$ cat src/rtl/seq_factorizer.sv
// Sequential divisibility checker: shifts the operand in MSB-first and keeps one
// running remainder per divisor 2..NUM_DIVS+1. The result vector is held until
// the next operation completes.
module seq_factorizer #(
    parameter int unsigned WIDTH    = 7,
    parameter int unsigned NUM_DIVS = 8
) (
    input  logic                clk,
    input  logic                rst,
    input  logic                start,
    input  logic [WIDTH-1:0]    number,
    output logic                busy,
    output logic                done,
    output logic [NUM_DIVS-1:0] factors
);

    // Remainders are strictly below the largest divisor NUM_DIVS+1.
    localparam int unsigned RW  = $clog2(NUM_DIVS + 2);
    localparam int unsigned RW1 = RW + 1;
    localparam int unsigned CW  = $clog2(WIDTH);

    typedef enum logic {
        StIdle = 1'b0,
        StRun  = 1'b1
    } state_e;

    state_e                     state_q;
    logic [WIDTH-1:0]           shreg_q;
    logic [CW-1:0]              cnt_q;
    logic [NUM_DIVS-1:0][RW-1:0] rem_q;
    logic [NUM_DIVS-1:0][RW-1:0] rem_d;
    logic [NUM_DIVS-1:0]        zero_d;
    logic [RW:0]                t;
    logic [RW:0]                dv;

    // Next remainder per divisor: r' = 2r + bit, minus d once if it overflows.
    always_comb begin
        rem_d  = '0;
        zero_d = '0;
        t      = '0;
        dv     = '0;
        for (int i = 0; i < NUM_DIVS; i++) begin
            dv        = RW1'(i + 2);
            t         = {rem_q[i], shreg_q[WIDTH-1]};
            rem_d[i]  = (t >= dv) ? RW'(t - dv) : t[RW-1:0];
            zero_d[i] = (rem_d[i] == '0);
        end
    end

    // Control FSM with registered busy/done/factors.
    always_ff @(posedge clk) begin
        if (rst) begin
            state_q <= StIdle;
            shreg_q <= '0;
            cnt_q   <= '0;
            rem_q   <= '0;
            busy    <= 1'b0;
            done    <= 1'b0;
            factors <= '0;
        end else begin
            unique case (state_q)
                StIdle: begin
                    done <= 1'b0;
                    if (start) begin
                        shreg_q <= number;
                        rem_q   <= '0;
                        cnt_q   <= CW'(WIDTH - 1);
                        busy    <= 1'b1;
                        state_q <= StRun;
                    end
                end
                StRun: begin
                    shreg_q <= {shreg_q[WIDTH-2:0], 1'b0};
                    rem_q   <= rem_d;
                    cnt_q   <= cnt_q - CW'(1);
                    // Last bit consumed: publish result and return to idle.
                    if (cnt_q == '0) begin
                        factors <= zero_d;
                        done    <= 1'b1;
                        busy    <= 1'b0;
                        state_q <= StIdle;
                    end
                end
                default: begin
                    busy    <= 1'b0;
                    done    <= 1'b0;
                    state_q <= StIdle;
                end
            endcase
        end
    end

endmodule
$ cat config.mk
export PLATFORM = sky130hd
export DESIGN_NAME = seq_factorizer
export DESIGN_NICKNAME = d
export VERILOG_FILES = /design/src/rtl/seq_factorizer.sv
export SDC_FILE = /design/constraint.sdc
export NUM_CORES = 1
export LEC_CHECK = 0
export ABC_AREA = 1
export BUFFER_PORTS_ARGS = -buffer_cell sky130_fd_sc_hd__buf_2
export CAP_MARGIN = 30
export CELL_PAD_IN_SITES_DETAIL_PLACEMENT = 0
export CELL_PAD_IN_SITES_GLOBAL_PLACEMENT = 1
export CORE_ASPECT_RATIO = 0.7
export CORE_MARGIN = 2
export CORE_UTILIZATION = 47
export DETAILED_ROUTE_END_ITERATION = 16
export PLACE_DENSITY_LB_ADDON = 0.1
export SYNTH_ARGS = -nofsm -noshare
export SYNTH_HDL_FRONTEND = slang
export SYNTH_SLANG_ARGS = --single-unit
export TNS_END_PERCENT = 20
$ cat constraint.sdc
create_clock -name clk -period 4.5 [get_ports clk]
set_clock_uncertainty 0.1 [all_clocks]
set_input_delay 0.45 -clock clk [delete_from_list [all_inputs] [get_ports clk]]
set_output_delay 0.45 -clock clk [all_outputs]
set_load 0.01 [all_outputs]
; ---- Word level (Yosys, flattened, before mapping)
; Cells that the tools add are included.
[totals]
ff_bits = 53
[op_classes]
addsub = 9
magnitude_cmp = 8
eq_ne = 2
mux = 22
bitwise_logic = 1
n_reduce_logical = 11
[ops]
columns = op, count
row1 = $pmux 32 s2, 1
row2 = $logic_not 4->1, 8
row3 = $mux 32, 1
row4 = $mux 4, 8
row5 = $ge 5x3->1 const B, 4
row6 = $sub 4x3->4 const B, 4
row7 = $pmux 7 s2, 1
row8 = $ge 5x2->1 const B, 2
row9 = $ge 5x4->1 const B, 2
row10 = $sub 4x2->4 const B, 2
row11 = $sub 4x4->4 const B, 2
row12 = $mux 7, 1
row13 = $pmux 1 s2, 3
row14 = $pmux 3 s2, 1
row15 = $mux 1, 5
row16 = $reduce_and 2->1, 2
row17 = $logic_not 3->1, 1
row18 = $mux 3, 1
row19 = $sub 3x1->3 const B, 1
row20 = $ne 2x1->1 const B, 1
row21 = $ne 2x2->1 const B, 1
row22 = $not 1->1, 1

; ---- Depth between registers and ports, before layout
[depth]
ltp_word = 3
ltp_mapped = 10
mapped_depth_nobuf = 10

; ---- Worst setup path before layout
; Ideal clock, no wire load.
[synth_path]
path_kind = reg2reg
startpoint = reg rem_q[12] (netlist name)
endpoint = reg factors[3]
setup_time_ns = 0.113
arrival_ns = 1.233
required_time_ns = 4.287
setup_slack_ns = 3.053
path_stages_with_launch = 8
path_buffers = 0
cell_sequence = dfxtp_1 inv_1 ha_1 a21oi_2 nand3_2 xor2_1 nand3_1 nand2_1
[synth_via]
elab_chain_len = 3
word_cells_on_any_way = 4
classes_between = add/sub: 1 / order compare: 1 / mux: 1 / reduce/logical: 1
[synth_lines]
columns = item, line_no
row1 = "start, declared", 30  ; logic [NUM_DIVS-1:0][RW-1:0] rem_q;
row2 = "start signal, assigned", 74  ; rem_q <= rem_d;
row3 = $sub 4x3->4 or $ge 5x3->1 (tied branches), 45  ; rem_d[i] = (t >= dv) ? RW'(t - dv) : t[RW-1:0];
row4 = $mux 4 (*), 45
row5 = $logic_not 4->1 (*), 46  ; zero_d[i] = (rem_d[i] == '0);
row6 = "end signal, assigned", 78  ; factors <= zero_d;
row7 = "end, declared", 14  ; output logic [NUM_DIVS-1:0] factors
; Mark *: on every way between the ends. The rest lies on a longest branch, timed or not.
; A chain may end at the register's enable or synchronous reset.

; ---- Final worst setup path
[layout_path]
startpoint = reg state_q
endpoint = reg rem_q[11] (netlist name)
[layout_via]
elab_chain_len = 2
word_cells_on_any_way = 3
classes_between = eq/ne: 1 / mux: 1 / bitwise: 1
[layout_lines]
columns = item, line_no
row1 = "start, declared", 27  ; state_e state_q;
row2 = "start signal, assigned", 53  ; state_q <= StIdle;
row3 = "start signal, assigned", 69  ; state_q <= StRun;
row4 = "start signal, assigned", 81  ; state_q <= StIdle;
row5 = $not 1->1, n/a
row6 = $pmux 32 s2 or $ne 2x2->1 (tied branches), n/a
; Parallel ways exist; a longest one is shown, timed or not.

==> impl_metrics.json <==
{
  "status": "finished, final reports clean",
  "synth.most_common_cell": "nand2_1",
  "htree_levels": 2,
  "power_density_mw_per_mm2": 321,
  "via_per_inst": 5.00,
  "crit_type": "reg -> reg",
  "p_sw_mw": 0.225,
  "hold_class": "in -> reg",
  "synth_top_cell_by_area": "dfxtp_1",
  "worst_hold_path.num_cells": 3,
  "syn_inst": 320,
  "antenna_found_initial": 0,
  "grt_setup_unrepaired": "false",
  "hold_slack_ns": 0.290,
  "dieArea_mm2": 0.00573,
  "worstReg2RegEnd": "rem_q[11]",
  "core.rowCount": 21,
  "grtUsageTotal": 0.201,
  "ys_types": 31,
  "grt_util_met2": 0.288,
  "switching_share": 0.268,
  "p_leak_nw": 1.19,
  "grt_pass1_wl_um": 8980,
  "syn-num-nets": 340,
  "yosys_warnings": 0,
  "synthTopCellsByArea": "dfxtp_1 41%, nand2_1 13%, inv_1 5.8%, nand3_1 5.4%, ha_1 5.2%",
  "clock-root-buffer": "clkbuf_8",
  "place_congestion": 0.823,
  "vias": 2021,
  "yosysSeqAreaShare": 0.407,
  "first_pass_iters": 4,
  "start_util": 0.496,
  "startpoint_type": "register",
  "ant_nets": 0,
  "slowest_stage": "nor2_4",
  "post_cts_buffers": 0,
  "drc": 0,
  "cts_resized": 0,
  "cts_buffers": 5,
  "finalHoldViolCount": 0,
  "combPwrFrac": 0.127,
  "drtIter0Drc": 73,
  "min_to": "shreg_q[0]",
  "slew_headroom": 0.430,
  "fp.dieH_um": 63.9,
  "diodes": 0,
  "path_max_fanout": 24,
  "r2r_setup_slack_ns": 2.45,
  "cts_num_sinks": 49,
  "area_delta_synth_final_pct": 8.25,
  "cts_tree": "built",
  "r2r_cells": 3,
  "use_met3": 0.0426,
  "dp_cells": 397,
  "cp_cell_sequence": "nor2_4 -> nand2_1 -> o22ai_1",
  "cp.required_ns": 4.61,
  "stdcell_area_mm2": 0.00261,
  "fin_crit_ns": 2.05,
  "ys.flop_type": "dfxtp_1",
  "dp_hpwl_um": 3590,
  "critical_path_buf_inv_count": 0,
  "avgSynthCellArea_um2": 7.54,
  "timing.rr.start": "state_q",
  "worstPathArrival_ns": 2.16,
  "crit_family": "simple AND/OR/NAND/NOR gates",
  "top_usage_layer": "met1",
  "p_int_mw": 0.613,
  "clk_pin_slew_ns": 0.09,
  "slowest_delay_ns": 0.54,
  "setup_viol": 0,
  "fin_crit_sh": 0.456,
  "coreArea_mm2": 0.00486,
  "netlist_area_mm2": 0.00241,
  "synth_top_area_share": 0.407,
  "slew_violations": 0,
  "finalNonFillerCells": 404,
  "final_net_count": 355,
  "worstMarginPinSlew_ns": 0.853,
  "ctsHoldBuffers": 0,
  "cp-end-kind": "register",
  "grt_pass1_vias": 1951,
  "fmax_mhz": 487,
  "synthArstFlopShare": 0,
  "final_layout_size_suffix_gt1_frac": 0.137,
  "clockBufferDepth": 2,
  "clockPowerShare": 0.311,
  "fin_setup_tns_ns": 0,
  "ir_drop_mv": 0.174,
  "wl_per_cell_um": 12.5,
  "seq_power_share": 0.561,
  "io_buffers": 19,
  "gr-usage-met1": 0.297,
  "synth_edf_count": 0,
  "grt_overflow": 0,
  "place_area_mm2": 0.00252,
  "final_util": 0.537,
  "ioPinCount": 20,
  "ys_top_cells_by_count": "84 x nand2_1, 49 x dfxtp_1, 37 x inv_1, 26 x nand3_1, 20 x o21ai_0",
  "maxCapViolations": 0,
  "min-delay-start": "number[0]",
  "fp.dieW_um": 89.6,
  "drt_wl_total_um": 5070,
  "clkLatencyLatePin_ns": 0.30,
  "ys_ff_latch": 49,
  "grt_max_degree": 26
}
==> through the flow <==
stage / worst slack (ns) / power, mW
after floorplan: 3.05 / 0.559
after global placement: 2.43 / 0.588
after detailed placement: 2.37 / 0.587
after CTS: 2.44 / 0.847
after global routing: 2.27 / 0.884
final: 2.45 / 0.837
==> layout by cell type (no fill, tap or decap) <==
cell type  instances
a22oi_1            3
xor2_1             7
dfxtp_1           49
o32ai_2            1
buf_2             19
clkbuf_8           6
a2111oi_0          1
nand2_2            4
o21ai_4            1
and2_1             1
a221oi_1           2
o21ai_0           20
inv_6              1
a21oi_2            1
inv_1             37
nor2_2             2
nand3_1           26
nor2_4             2
nand3_2            6
nand4_1            6
nand2_1           84
ha_1              10
inv_2              3
clkbuf_1           1
clkinv_1           1
o22ai_1           12
xnor2_1            3
o21ai_1            7
nor2_1            14
a21oi_1            5
==> worst reg2reg max path: cells and delay by family (launching register included) <==
family | cells | cell delay [ns]
AOI/OAI and AO/OA | 1 | 0.31
DFF | 1 | 0.52
and+or+nand+nor | 2 | 1.03
==> state kept, by name, summed over array words and instances (netlist names) <==
| name | count |
|---|---|
| rem_q | 28 |
| factors | 8 |
| shreg_q | 7 |
| cnt_q | 3 |
| busy | 1 |
| done | 1 |
| state_q | 1 |
==> per-layer routing <==
metal / share of wire / vias to the layer above
li1: - / 1077
met1: 0.54 / 915
met2: 0.41 / 27
met3: 0.041 / 2
met4: 0.0047 / 0
met5: 0 / -
==> layout make-up <==
class / count / area [µm²]
clock buffers: 7 / 86.3
fillers: 498 / 2250
inverters: 42 / 163
multi-input cells: 218 / 1200
flip-flops and latches: 49 / 981
well taps: 69 / 86.3
repair buffers: 19 / 95.1
==> power by group through the flow <==
| stage | clock, mW | sequential (mW) | combinational, mW |
|---|---|---|---|
| 2_1_floorplan | 0 | 0.476 | 0.0838 |
| 4_1_cts | 0.269 | 0.470 | 0.107 |
| 3_5_place_dp | 0 | 0.480 | 0.107 |
| 3_3_place_gp | 0 | 0.480 | 0.108 |
| 6_report | 0.261 | 0.470 | 0.107 |
| 5_1_grt | 0.288 | 0.474 | 0.123 |
==> cells by family after synthesis <==
| kind of cell | count (synthesis) | synth area share |
|---|---|---|
| buffers and inverters | 53 | 0.0959 |
| AO/OA/AOI/OAI | 53 | 0.135 |
| flip-flops | 49 | 0.407 |
| adder cells (fa/ha/maj) | 10 | 0.0519 |
| AND/OR/NAND/NOR | 145 | 0.274 |
| XOR/XNOR | 10 | 0.0363 |
==> how the worst max path moves through the flow <==
stage / startpoint / to / slack (ns) / cells past startpoint
after CTS: state_q / rem_q[31] / 2.44 / 3
final: state_q / rem_q[11] / 2.45 / 3
after global routing: state_q / rem_q[1] / 2.27 / 3
after detailed placement: rst / rem_q[17] / 2.37 / 4
after floorplan: rem_q[12] / factors[3] / 3.05 / 7
after global placement: rst / rem_q[0] / 2.43 / 4
(Power assumes the default switching activity.)
